[src/rtl/axi_enhanced_pkg.sv]
// rtl/axi_enhanced_pkg.sv - shared channel and arbiter state encodings
package axi_enhanced_pkg;

  localparam int NUM_CH = 4;

  typedef enum logic [1:0] {
    CH_CFG = 2'b00,
    CH_CC  = 2'b01,
    CH_RW  = 2'b10,
    CH_RR  = 2'b11
  } chan_e;

  typedef enum logic {
    ST_IDLE   = 1'b0,
    ST_LOCKED = 1'b1
  } arb_state_e;

endpackage

[src/rtl/axi_enhanced_tx_rr_pick.sv]
// rtl/axi_enhanced_tx_rr_pick.sv - combinational round-robin picker over four ports
module axi_enhanced_tx_rr_pick
  import axi_enhanced_pkg::*;
(
  input  logic [3:0] req,
  input  logic [1:0] last,
  output logic [1:0] gnt,
  output logic       gnt_vld
);

  // Scan from the port after the last winner; the last winner itself is tried last.
  always_comb begin
    gnt     = last;
    gnt_vld = 1'b0;
    for (int i = 1; i <= NUM_CH; i++) begin
      if (!gnt_vld && req[2'(last + 2'(i))]) begin
        gnt     = 2'(last + 2'(i));
        gnt_vld = 1'b1;
      end
    end
  end

endmodule

[src/rtl/axi_enhanced_tx_arbiter.sv]
// rtl/axi_enhanced_tx_arbiter.sv - packet-locked TX arbiter for CFG, CC, RW and RR streams
module axi_enhanced_tx_arbiter
  import axi_enhanced_pkg::*;
#(
  parameter int    TCQ            = 1,
  parameter string CFG_PRIORITY   = "TRUE",
  parameter int    MAX_CFG_CONSEC = 4
) (
  input  logic       com_iclk,
  input  logic       com_sysrst,
  input  logic       trn_lnk_up,
  input  logic       s_axis_cfg_tvalid,
  input  logic       s_axis_cc_tvalid,
  input  logic       s_axis_rw_tvalid,
  input  logic       s_axis_rr_tvalid,
  input  logic       s_axis_cfg_tlast,
  input  logic       s_axis_cc_tlast,
  input  logic       s_axis_rw_tlast,
  input  logic       s_axis_rr_tlast,
  input  logic       s_axis_cfg_tready,
  input  logic       s_axis_cc_tready,
  input  logic       s_axis_rw_tready,
  input  logic       s_axis_rr_tready,
  input  logic       cc_thrtl,
  input  logic       rw_thrtl,
  input  logic       rr_thrtl,
  output logic [1:0] channel_sel,
  output logic       arb_busy
);

  localparam bit         CFG_PRIO_EN = (CFG_PRIORITY == "TRUE");
  localparam logic [3:0] CFG_CNT_MAX = 4'(MAX_CFG_CONSEC);

  if (TCQ < 0 || MAX_CFG_CONSEC < 1 || MAX_CFG_CONSEC > 15) begin : g_bad_param
    $error("axi_enhanced_tx_arbiter: TCQ must be >= 0 and MAX_CFG_CONSEC within 1..15");
  end

  arb_state_e state_q, state_d;
  logic [1:0] chan_q, chan_d;
  logic       busy_q, busy_d;
  logic [3:0] cnt_q, cnt_d;

  logic [3:0] tvalid, tready, tlast, req;
  logic [1:0] pick_gnt, winner;
  logic       pick_gnt_vld, cfg_wins, others_req, sel_done;

  // Vectors are indexed by the channel encoding so the lock can mux by chan_q.
  assign tvalid = {s_axis_rr_tvalid, s_axis_rw_tvalid, s_axis_cc_tvalid, s_axis_cfg_tvalid};
  assign tready = {s_axis_rr_tready, s_axis_rw_tready, s_axis_cc_tready, s_axis_cfg_tready};
  assign tlast  = {s_axis_rr_tlast,  s_axis_rw_tlast,  s_axis_cc_tlast,  s_axis_cfg_tlast};

  // CFG is never throttled; the other ports drop out of arbitration while throttled.
  assign req = {tvalid[3] & ~rr_thrtl, tvalid[2] & ~rw_thrtl, tvalid[1] & ~cc_thrtl, tvalid[0]};

  assign others_req = |req[3:1];
  assign cfg_wins   = CFG_PRIO_EN && req[0] && (cnt_q < CFG_CNT_MAX);
  assign winner     = cfg_wins ? CH_CFG : pick_gnt;
  assign sel_done   = tvalid[chan_q] & tready[chan_q] & tlast[chan_q];

  axi_enhanced_tx_rr_pick u_rr_pick (
    .req     (req),
    .last    (chan_q),
    .gnt     (pick_gnt),
    .gnt_vld (pick_gnt_vld)
  );

  // Next-state: grant from IDLE, hold the lock until tlast or link loss.
  always_comb begin
    state_d = state_q;
    chan_d  = chan_q;
    busy_d  = busy_q;
    cnt_d   = cnt_q;
    case (state_q)
      ST_IDLE: begin
        busy_d = 1'b0;
        if (trn_lnk_up && pick_gnt_vld) begin
          state_d = ST_LOCKED;
          busy_d  = 1'b1;
          chan_d  = winner;
          if (winner == CH_CFG && others_req) begin
            cnt_d = (cnt_q < CFG_CNT_MAX) ? cnt_q + 4'd1 : cnt_q;
          end else begin
            cnt_d = 4'd0;
          end
        end
      end
      ST_LOCKED: begin
        if (!trn_lnk_up || sel_done) begin
          state_d = ST_IDLE;
          busy_d  = 1'b0;
        end
      end
      default: begin
        state_d = ST_IDLE;
        busy_d  = 1'b0;
      end
    endcase
  end

  // State, selected channel, busy flag and CFG run counter.
  always_ff @(posedge com_iclk) begin
    if (com_sysrst) begin
      state_q <= ST_IDLE;
      chan_q  <= CH_RR;
      busy_q  <= 1'b0;
      cnt_q   <= 4'd0;
    end else begin
      state_q <= state_d;
      chan_q  <= chan_d;
      busy_q  <= busy_d;
      cnt_q   <= cnt_d;
    end
  end

  assign channel_sel = chan_q;
  assign arb_busy    = busy_q;

endmodule
[config.mk]
export PLATFORM = sky130hd
export DESIGN_NAME = axi_enhanced_tx_arbiter
export DESIGN_NICKNAME = d
export VERILOG_FILES = /design/src/rtl/axi_enhanced_pkg.sv /design/src/rtl/axi_enhanced_tx_rr_pick.sv /design/src/rtl/axi_enhanced_tx_arbiter.sv
export SDC_FILE = /design/constraint.sdc
export NUM_CORES = 1
export LEC_CHECK = 0
export ABC_AREA = 1
export BUFFER_PORTS_ARGS = -buffer_cell sky130_fd_sc_hd__buf_2
export CAP_MARGIN = 10
export CORE_MARGIN = 4
export CORE_UTILIZATION = 40
export DETAILED_ROUTE_END_ITERATION = 12
export PLACE_DENSITY = 0.73
export SYNTH_ARGS = -nofsm -noshare
export SYNTH_HDL_FRONTEND = slang
export SYNTH_HIERARCHICAL = 1
export SYNTH_SLANG_ARGS = --single-unit
[constraint.sdc]
create_clock -name com_iclk -period 2.8 [get_ports com_iclk]
set_clock_uncertainty 0.1 [all_clocks]
set_input_delay 0.42 -clock com_iclk [delete_from_list [all_inputs] [get_ports com_iclk]]
set_output_delay 0.42 -clock com_iclk [all_outputs]
set_load 0.1 [all_outputs]
* After elaboration in Yosys (flattened, before gate mapping)
Cells that the tools add are included.
** Storage, ports and cells
- Output and inout port bits :: 3
- Word-level logic and storage cells :: 69
- Memories kept :: 0
- Latch bits :: 0
- Memory bits (writable) :: 0
- Input port bits :: 18
- ROM bits :: 0
- Register bits :: 8
** Operators by class
- Bitwise logic cells :: 9
- Multiplexer cells :: 30
- $add $sub $neg :: 4
- Reductions and logical operators :: 15
- Multipliers :: 0
- Equal/unequal tests :: 2
- Divide/modulo/power cells :: 0
- Magnitude comparators :: 5
- Shifts and indexed selects :: 0
** Operator list (number)
- 1-bit binary-select mux with 2-bit select :: 7
- 1-bit 2-to-1 mux :: 14
- 2-bit by 3-bit less-than comparator with 1-bit output (second input constant) :: 4
- 2-bit 2-to-1 mux :: 5
- 4-bit 2-to-1 mux :: 2
- 1-bit logical AND :: 6
- 1-bit bitwise AND :: 5
- 2-bit adder (second input constant) :: 2
- 4-bit by 1-bit adder with 4-bit output (second input constant) :: 1
- 1-bit zero test :: 4
- 4-bit by 3-bit less-than comparator with 1-bit output (second input constant) :: 1
- 2-bit by 1-bit inequality test with 1-bit output (second input constant) :: 2
- 1-bit NOT :: 4
- 1-bit one-hot mux with 2 select lines :: 2
- 3-bit AND reduction :: 1
- 3-bit OR reduction :: 1
- 2-bit by 1-bit adder with 2-bit output (second input constant) :: 1
- 2-bit zero test :: 1
- 2-bit AND reduction :: 1
- 1-bit logical OR :: 1

* Depth between registers and ports, before layout
Gate-level depths: netlist (run 1).
- Depth in word-level cells :: 19
- Mapped depth :: 17
- Depth with buffers taken out :: 17

* Cells and area by module
The synthesis (run 1) kept the hierarchy.
** Modules (own cells, without submodules)
- axi_enhanced_tx_arbiter :: area an instance 521.8 µm², times used 1, seq. area each 160.2 µm², cells an instance 78
- axi_enhanced_tx_rr_pick :: area an instance 231.5 µm², times used 1, seq. area each 0.0 µm², cells an instance 46

* Least setup slack after synthesis (run 1)
No wires, ideal clock.
- Path type :: register to register
- Start point :: reg chan_q[0] (netlist: channel_sel[0])
- End point :: reg cnt_q[0]
- Setup time :: 113 ps
- Stages on the path, launching flop included :: 16
- Path slack :: 228 ps
- Clock period less this slack :: 2572 ps
- Path buffers :: 1
- Arrival time :: 2359 ps
- Required time :: 2587 ps
- Cell sequence :: dfxtp_1 buf_6 inv_4 nand2_1 nand2_2 nand2_2 nand2_4 xor2_1 nand2_1 nand2_1 o21ai_4 nand3_4 nand2_2 inv_2 nor2_1 nor2_1
** On the way
- Cells in the longest elaborated chain, start to end :: 18
- Elaborated cells on any way between the ends :: 32
- Those cells by class :: 3 x add/sub; 1 x eq/ne; 18 x mux; 10 x reduce/logical
** Ends and longest elaborated chain
- start: declaration :: line axi_enhanced_tx_arbiter.sv:39 : logic [1:0] chan_q, chan_d;
- start signal: assignment :: line axi_enhanced_tx_arbiter.sv:109 : chan_q <= chan_d;
- 2-bit by 1-bit adder with 2-bit output :: line axi_enhanced_tx_rr_pick.sv:16, axi_enhanced_tx_rr_pick.sv:17
- 1-bit binary-select mux with 2-bit select :: line axi_enhanced_tx_rr_pick.sv:16 : if (!gnt_vld && req[2'(last + 2'(i))]) begin
- 1-bit 2-to-1 mux (implied by the code) :: line axi_enhanced_tx_rr_pick.sv:16
- 1-bit 2-to-1 mux :: line axi_enhanced_tx_rr_pick.sv:16
- 1-bit zero test :: line axi_enhanced_tx_rr_pick.sv:16
- 1-bit logical AND :: line axi_enhanced_tx_rr_pick.sv:16
- 1-bit 2-to-1 mux :: line axi_enhanced_tx_rr_pick.sv:16
- 1-bit zero test :: line axi_enhanced_tx_rr_pick.sv:16
- (+3 left out)
- 1-bit logical AND :: line axi_enhanced_tx_rr_pick.sv:16
- 2-bit 2-to-1 mux * :: line axi_enhanced_tx_rr_pick.sv:16
- net pick_gnt[0] :: line axi_enhanced_tx_arbiter.sv:44 : logic [1:0] pick_gnt, winner;
- 2-bit 2-to-1 mux * :: line axi_enhanced_tx_arbiter.sv:57 : assign winner = cfg_wins ? CH_CFG : pick_gnt;
- 2-bit zero test * :: line axi_enhanced_tx_arbiter.sv:80 : if (winner == CH_CFG && others_req) begin
- 1-bit logical AND * :: line axi_enhanced_tx_arbiter.sv:80
- 2-bit by 1-bit inequality test with 1-bit output (no line)
- 3-bit AND reduction (no line)
- end signal: assignment :: line axi_enhanced_tx_arbiter.sv:111 : cnt_q <= cnt_d;
- end: declaration :: line axi_enhanced_tx_arbiter.sv:41 : logic [3:0] cnt_q, cnt_d;
The timed path passes the listed nets; every way through them passes the cells marked *. The select of a mux whose other input is x is not followed.
A chain may end at the register's enable or synchronous reset.

* Worst setup path after layout (run 1)
Ends and elaborated chain as after synthesis.

==> results of run 1 <==
-- cell type report --
cell class | count | area [um^2] | share of cell area
clock buffer | 3 | 22.5 | 0.0254
inverter | 21 | 82.6 | 0.0930
sequential | 8 | 160 | 0.180
tap | 25 | 31.3 | 0.0352
multi-input combinational | 93 | 492 | 0.554
timing repair buffer | 20 | 100 | 0.113
-- power by group through the flow --
stage | combinational [uW] | sequential [uW] | clock [uW]
after global routing | 433 | 173 | 98.1
after global placement | 378 | 169 | 0
final | 389 | 168 | 86.8
after detailed placement | 389 | 171 | 0
after CTS | 390 | 168 | 91.6
after floorplan | 275 | 226 | 0
-- worst paths after layout --
path	startpoint	to	slack, ns	cells after the start
max	channel_sel[0]	cnt_q[0]	0.63	14
min	com_sysrst	cnt_q[3]	0.26	2
max reg2reg	channel_sel[0]	cnt_q[0]	0.63	14
min reg2reg	arb_busy	arb_busy	0.39	2
-- layer usage --
metal,track usage,up-vias
met4,0.0568,0
li1,-,435
met2,0.254,24
met1,0.160,346
met3,0.0641,4
met5,0,-
-- sequential cells by signal, summed over array words and instances, names as in the netlist --
| name | flops |
|---|---|
| cnt_q | 4 |
| arb_busy | 1 |
| channel_sel | 2 |
| state_q | 1 |
-- worst max-delay path, delay by kind of cell, from the launching register on --
kind	cells	cell delay, ns
compound gates	1	0.22
flops	1	0.62
buf+inv	2	0.14
xor+xnor	1	0.14
simple gates	10	0.84
-- cell usage in the layout (no fill, tap or decap) --
master	netlist	layout
sky130_fd_sc_hd__inv_2	3	3
sky130_fd_sc_hd__xor2_1	1	1
sky130_fd_sc_hd__inv_4	1	1
sky130_fd_sc_hd__nand2_4	2	2
sky130_fd_sc_hd__nand4_1	5	5
sky130_fd_sc_hd__o21ai_0	2	2
sky130_fd_sc_hd__a21oi_1	2	2
sky130_fd_sc_hd__a21oi_2	1	1
sky130_fd_sc_hd__nor2_1	7	7
sky130_fd_sc_hd__nor2_4	1	1
sky130_fd_sc_hd__nand3b_1	1	1
sky130_fd_sc_hd__nand3_1	16	16
sky130_fd_sc_hd__nand3_4	1	1
sky130_fd_sc_hd__o21ai_4	1	1
sky130_fd_sc_hd__clkbuf_4	0	3
sky130_fd_sc_hd__clkinv_2	1	1
sky130_fd_sc_hd__clkinv_1	4	4
sky130_fd_sc_hd__o211ai_1	2	2
sky130_fd_sc_hd__ha_1	1	1
sky130_fd_sc_hd__nand2_1	41	41
sky130_fd_sc_hd__nand3_2	1	1
sky130_fd_sc_hd__nor2_2	2	2
sky130_fd_sc_hd__dfxtp_1	8	8
sky130_fd_sc_hd__nand2_2	6	6
sky130_fd_sc_hd__inv_1	12	12
sky130_fd_sc_hd__buf_2	0	20
-- metrics by stage --
stage	setup slack [ns]	utilization	cells	total power (uW)	hold slack (ns)
final	0.627	0.504	170	645	0.255
after global routing	0.398	0.504	170	705	0.244
after CTS	0.622	0.504	170	650	0.247
after detailed placement	0.631	0.491	167	560	0.381
after global placement	0.676	0.491	167	547	0.371
after floorplan	0.228	-	124	501	0.356
-- Yosys cell counts, drive strengths merged --
cell	instances
a21oi	3
o211ai	2
nand3b	1
nor2	10
nand4	5
inv	16
nand3	18
nand2	49
clkinv	5
dfxtp	8
o21ai	3
ha	1
xor2	1
buf	2
-- cells by family (layout without fill, tap and decap cells) --
logic type,after synthesis,in the layout,synth area share
compound gates,8,8,0.0797
xor+xnor,1,1,0.0116
fa+ha+maj,1,1,0.0166
buf+inv,23,44,0.135
flops,8,8,0.213
simple gates,83,83,0.545
==> summary.json, run 1 <==
{
  "status": "complete, no violations",
  "number_of_buffers_on_the_longest_clock_path": 2,
  "cts-resized-gates": 0,
  "cap_violations": 0,
  "critical_path_slowest_stage_cell": "sky130_fd_sc_hd__dfxtp_1",
  "timing.setup.critical_path_class": "register to register",
  "routedLengthMet1_um": 723,
  "placementRows": 15,
  "period_share": 0.776,
  "timing.critical_path.to_type": "register",
  "htree_levels": 1,
  "finalSetupTns_ns": 0,
  "post-route-cell-area_um2": 888,
  "finalWeightedCongestion": 0.800,
  "cp_common_cell": "sky130_fd_sc_hd__nand2_1",
  "synth_register_bits": 8,
  "worst_vdd_ir_uv": 430,
  "dr.first_iter.drc_count": 11,
  "post_route_cells_drive_above_1_share": 0.297,
  "relative_slew_slack": 0.669,
  "clock_tree.root_cell": "sky130_fd_sc_hd__clkbuf_4",
  "final.min_clock_period_ns": 2.17,
  "topRoutingLayerUsed": "met4",
  "power.sequential.fraction": 0.261,
  "critPathMaxFanout": 13,
  "floorplan.die_area_um2": 2640,
  "worst_setup_path_start_kind": "register",
  "intPower_uw": 302,
  "antennaDiodeCount": 0,
  "number_of_antenna_violations_at_the_first_check_in_global_routing": 0,
  "met3_wirelength_um": 123,
  "drtAntennaViolNets": 0,
  "critical_path_required_ns": 2.85,
  "number_of_vias_in_the_routed_layout": 809,
  "final_net_count": 166,
  "synthDominantCellAreaShare": 0.213,
  "met2RoutedLength_um": 795,
  "mappedNetlistNets": 143,
  "drv_slew": 0,
  "placeableCoreArea_um2": 1760,
  "grt_pass1_vias": 788,
  "number_of_buffers_inserted_for_hold_repair_after_clock_tree_synthesis": 0,
  "synth.yosys.warnings": 6,
  "drt_pass1_iterations": 6,
  "cp_data_arrival_time_ns": 2.22,
  "grt_pass1_wl_um": 2990,
  "power.share.switching": 0.531,
  "max_slew.worst_pin.slew_ns": 0.496,
  "die_height_um": 51.4,
  "synth.cell_area_um2": 753,
  "dpl.hpwl_um": 1390,
  "grt_setup_unrepaired": "no",
  "cts_setup_buffers": 0,
  "top_level_ports": 21,
  "clk_transition_reported_paths_ns": 0.05,
  "hold_path.class": "primary input to register",
  "cts_made_buffers": 3,
  "insertion_delay_ns": 0.25,
  "crit_path_cell_trace": "inv_4, nand2_1, nand2_1, nand2_2, nand2_4, xor2_1, nand2_1, nand2_1, o21ai_4, nand3_4, nand2_2, inv_2, nor2_1, nor2_1",
  "grt_overflow": 0,
  "timing_hold_violations_final": 0,
  "ys_top_cells_by_area": "sky130_fd_sc_hd__dfxtp_1 (21%), sky130_fd_sc_hd__nand2_1 (20%), sky130_fd_sc_hd__nand3_1 (11%), sky130_fd_sc_hd__inv_1 (6.0%), sky130_fd_sc_hd__nand2_2 (5.0%)",
  "post_synth_num_cell_types": 26,
  "port_buffers": 20,
  "total_switching_power_uw": 342,
  "route.detailed.drc": 0,
  "cts_num_sinks": 8,
  "wl_per_cell_um": 9.76,
  "die_width_um": 51.4,
  "global_route_usage_sum": 0.149,
  "yosys.area.top_type": "sky130_fd_sc_hd__dfxtp_1",
  "fill_cells": 195,
  "grt_max_degree": 14,
  "floorplan.initialDensity": 0.427,
  "areaGrowthSynthToFinish_pct": 17.9,
  "seq_area_frac_synth": 0.213,
  "postPlaceCellArea_um2": 866,
  "clockPowerShare": 0.135,
  "power_density_nw_per_um2": 726,
  "post_synth.cell_area_avg_um2": 6.07,
  "detail_route.vias_per_cell": 4.76,
  "tritoncts": "yes",
  "cpPeakStageDelay_ns": 0.62,
  "power.static_leakage_uw": 0.000497,
  "setup_viol": 0,
  "maxClockFrequency_ghz": 0.460,
  "p_comb_frac": 0.604,
  "synth_cells": 124,
  "finalWirelength_um": 1660
}
Power figures use the tool's default switching activity.
==> run 2: changes to the inputs <==
==> constraint.sdc (replaced) <==
create_clock -name com_iclk -period 2.1 [get_ports com_iclk]
set_clock_uncertainty 0.1 [all_clocks]
set_input_delay 0.315 -clock com_iclk [delete_from_list [all_inputs] [get_ports com_iclk]]
set_output_delay 0.315 -clock com_iclk [all_outputs]
set_load 0.1 [all_outputs]
==> summary.json, run 2 (synthesis gave the netlist of run 1 again) <==
{
  "cts_num_sinks": 8,
  "finalWirelength_um": 1650,
  "grt_overflow": 0,
  "holdWs_ns": 0.140,
  "placeableCoreArea_um2": 1760,
  "grt_pass1_wl_um": 2900,
  "r2r_path_end": "cnt_q[1]",
  "r2r-start": "channel_sel[0]",
  "maxClockFrequency_ghz": 0.532,
  "final_net_count": 168,
  "detail_route.vias_per_cell": 4.72,
  "number_of_buffers_on_the_longest_clock_path": 2,
  "grt_max_degree": 14,
  "number_of_vias_in_the_routed_layout": 816,
  "worstRegToRegCells": 15,
  "critPathMaxFanout": 10,
  "floorplan.die_area_um2": 2640,
  "status": "complete, no violations",
  "grt_pass1_vias": 750,
  "placementRows": 15,
  "relative_slew_slack": 0.676,
  "cpPeakStageDelay_ns": 0.41,
  "period_share": 0.895,
  "die_height_um": 51.4,
  "drv_slew": 0,
  "hold_path.class": "primary input to register",
  "timing.setup.critical_path_class": "register to register",
  "wl_per_cell_um": 9.56,
  "cp_data_arrival_time_ns": 1.93,
  "fill_cells": 196,
  "cap_violations": 0,
  "final_critical_path_setup_slack_ns": 0.220,
  "critical_path_required_ns": 2.15,
  "clk_transition_reported_paths_ns": 0.06,
  "port_buffers": 20,
  "finalWeightedCongestion": 0.798,
  "route.detailed.drc": 0,
  "areaGrowthSynthToFinish_pct": 22.1,
  "cts_made_buffers": 3,
  "multiInputGateArea_um2": 497,
  "antennaDiodeCount": 0,
  "insertion_delay_ns": 0.26,
  "worst_setup_path_start_kind": "register",
  "post_route_cells_drive_above_1_share": 0.318,
  "dpl.hpwl_um": 1330,
  "layout_common_cells": "sky130_fd_sc_hd__nand2_1 (41), sky130_fd_sc_hd__buf_2 (20), sky130_fd_sc_hd__nand3_1 (16)",
  "worstSetupEndpoint": "cnt_q[1]",
  "worst_vdd_ir_uv": 486,
  "drt_pass1_iterations": 4,
  "top_level_ports": 21,
  "power.static_leakage_uw": 0.000508,
  "htree_levels": 1,
  "cp-startpoint": "channel_sel[0]",
  "flip_flop_count_of_the_largest_register_all_copies_and_words_added": 4,
  "dp_slack_ns": 0.0700,
  "timing_hold_violations_final": 0,
  "drtAntennaViolNets": 0,
  "critical_path_slowest_stage_cell": "sky130_fd_sc_hd__dfxtp_4",
  "die_width_um": 51.4,
  "sequential_cell_area_um2": 168,
  "tritoncts": "yes",
  "floorplan.initialDensity": 0.427,
  "number_of_antenna_violations_at_the_first_check_in_global_routing": 0,
  "power.total_uw": 896,
  "setup_viol": 0,
  "dr.first_iter.drc_count": 8,
  "final.min_clock_period_ns": 1.88,
  "finalSetupTns_ns": 0,
  "number_of_buffers_inserted_for_hold_repair_after_clock_tree_synthesis": 0,
  "power_density_nw_per_um2": 975,
  "clock_tree.root_cell": "sky130_fd_sc_hd__clkbuf_4",
  "grt_setup_unrepaired": "no",
  "regMostFlops": "cnt_q",
  "crit_path_cell_trace": "inv_4, nand2_1, nand2_2, nand2_2, nand2_4, inv_1, nand3_1, nand2_1, nand2_1, o21ai_4, nand3_4, nand2_2, inv_2, nor2_1, nor2_1",
  "layout.cells.most_common": "sky130_fd_sc_hd__nand2_1",
  "r2r_slack_ns": 0.22,
  "max_slew.worst_pin.slew_ns": 0.489,
  "global_route_usage_sum": 0.144,
  "timing.critical_path.to_type": "register"
}
## run 2: power breakdown
part | internal, uW | switching [uW]
Clock | 73.0 | 57.1
Combinational | 173 | 369
Sequential | 185 | 39.8
## run 2: repair_timing
action / 4_1_cts / 5_1_grt
buffers inserted: 0 / 2
gates resized for setup: 0 / 1
hold endpoints to repair: 0 / 0
setup endpoints to repair: 0 / 3
## run 2: final cells by class
cell class	instances	area share
Clock buffer	4	0.0286
Inverter	21	0.0898
Multi-Input combinational cell	93	0.540
Sequential cell	8	0.182
Tap cell	25	0.0340
Timing Repair Buffer	22	0.125
## run 2: critical path, delay by kind of cell (launching register included)
kind	cells	cell delay, ns
compound gates	1	0.22
buf+inv	3	0.15
flops	1	0.41
simple gates	11	0.89
## run 2: worst min-delay path by stage
stage	startpoint	depth (start not counted)	to	slack (ns)
4_1_cts	com_sysrst	2	cnt_q[3]	0.14
5_1_grt	com_sysrst	2	cnt_q[3]	0.15
2_1_floorplan	com_sysrst	1	cnt_q[3]	0.28
3_5_place_dp	arb_busy	2	arb_busy	0.38
3_3_place_gp	arb_busy	2	arb_busy	0.37
6_report	com_sysrst	2	cnt_q[3]	0.14
## run 2: routing by layer
| metal | share of wire | vias to the layer above | global-route usage |
|---|---|---|---|
| met5 | 0 | - | 0 |
| met4 | 0.018 | 0 | 0.0786 |
| met3 | 0.025 | 4 | 0.0262 |
| met2 | 0.49 | 8 | 0.244 |
| met1 | 0.46 | 359 | 0.169 |
| li1 | - | 445 | - |
## run 2: per-stage QoR
step	cell area, um^2	util	cells
after floorplan	761	-	124
after global placement	873	0.495	167
after detailed placement	873	0.495	167
after CTS	900	0.510	171
after global routing	920	0.521	173
final	920	0.521	173
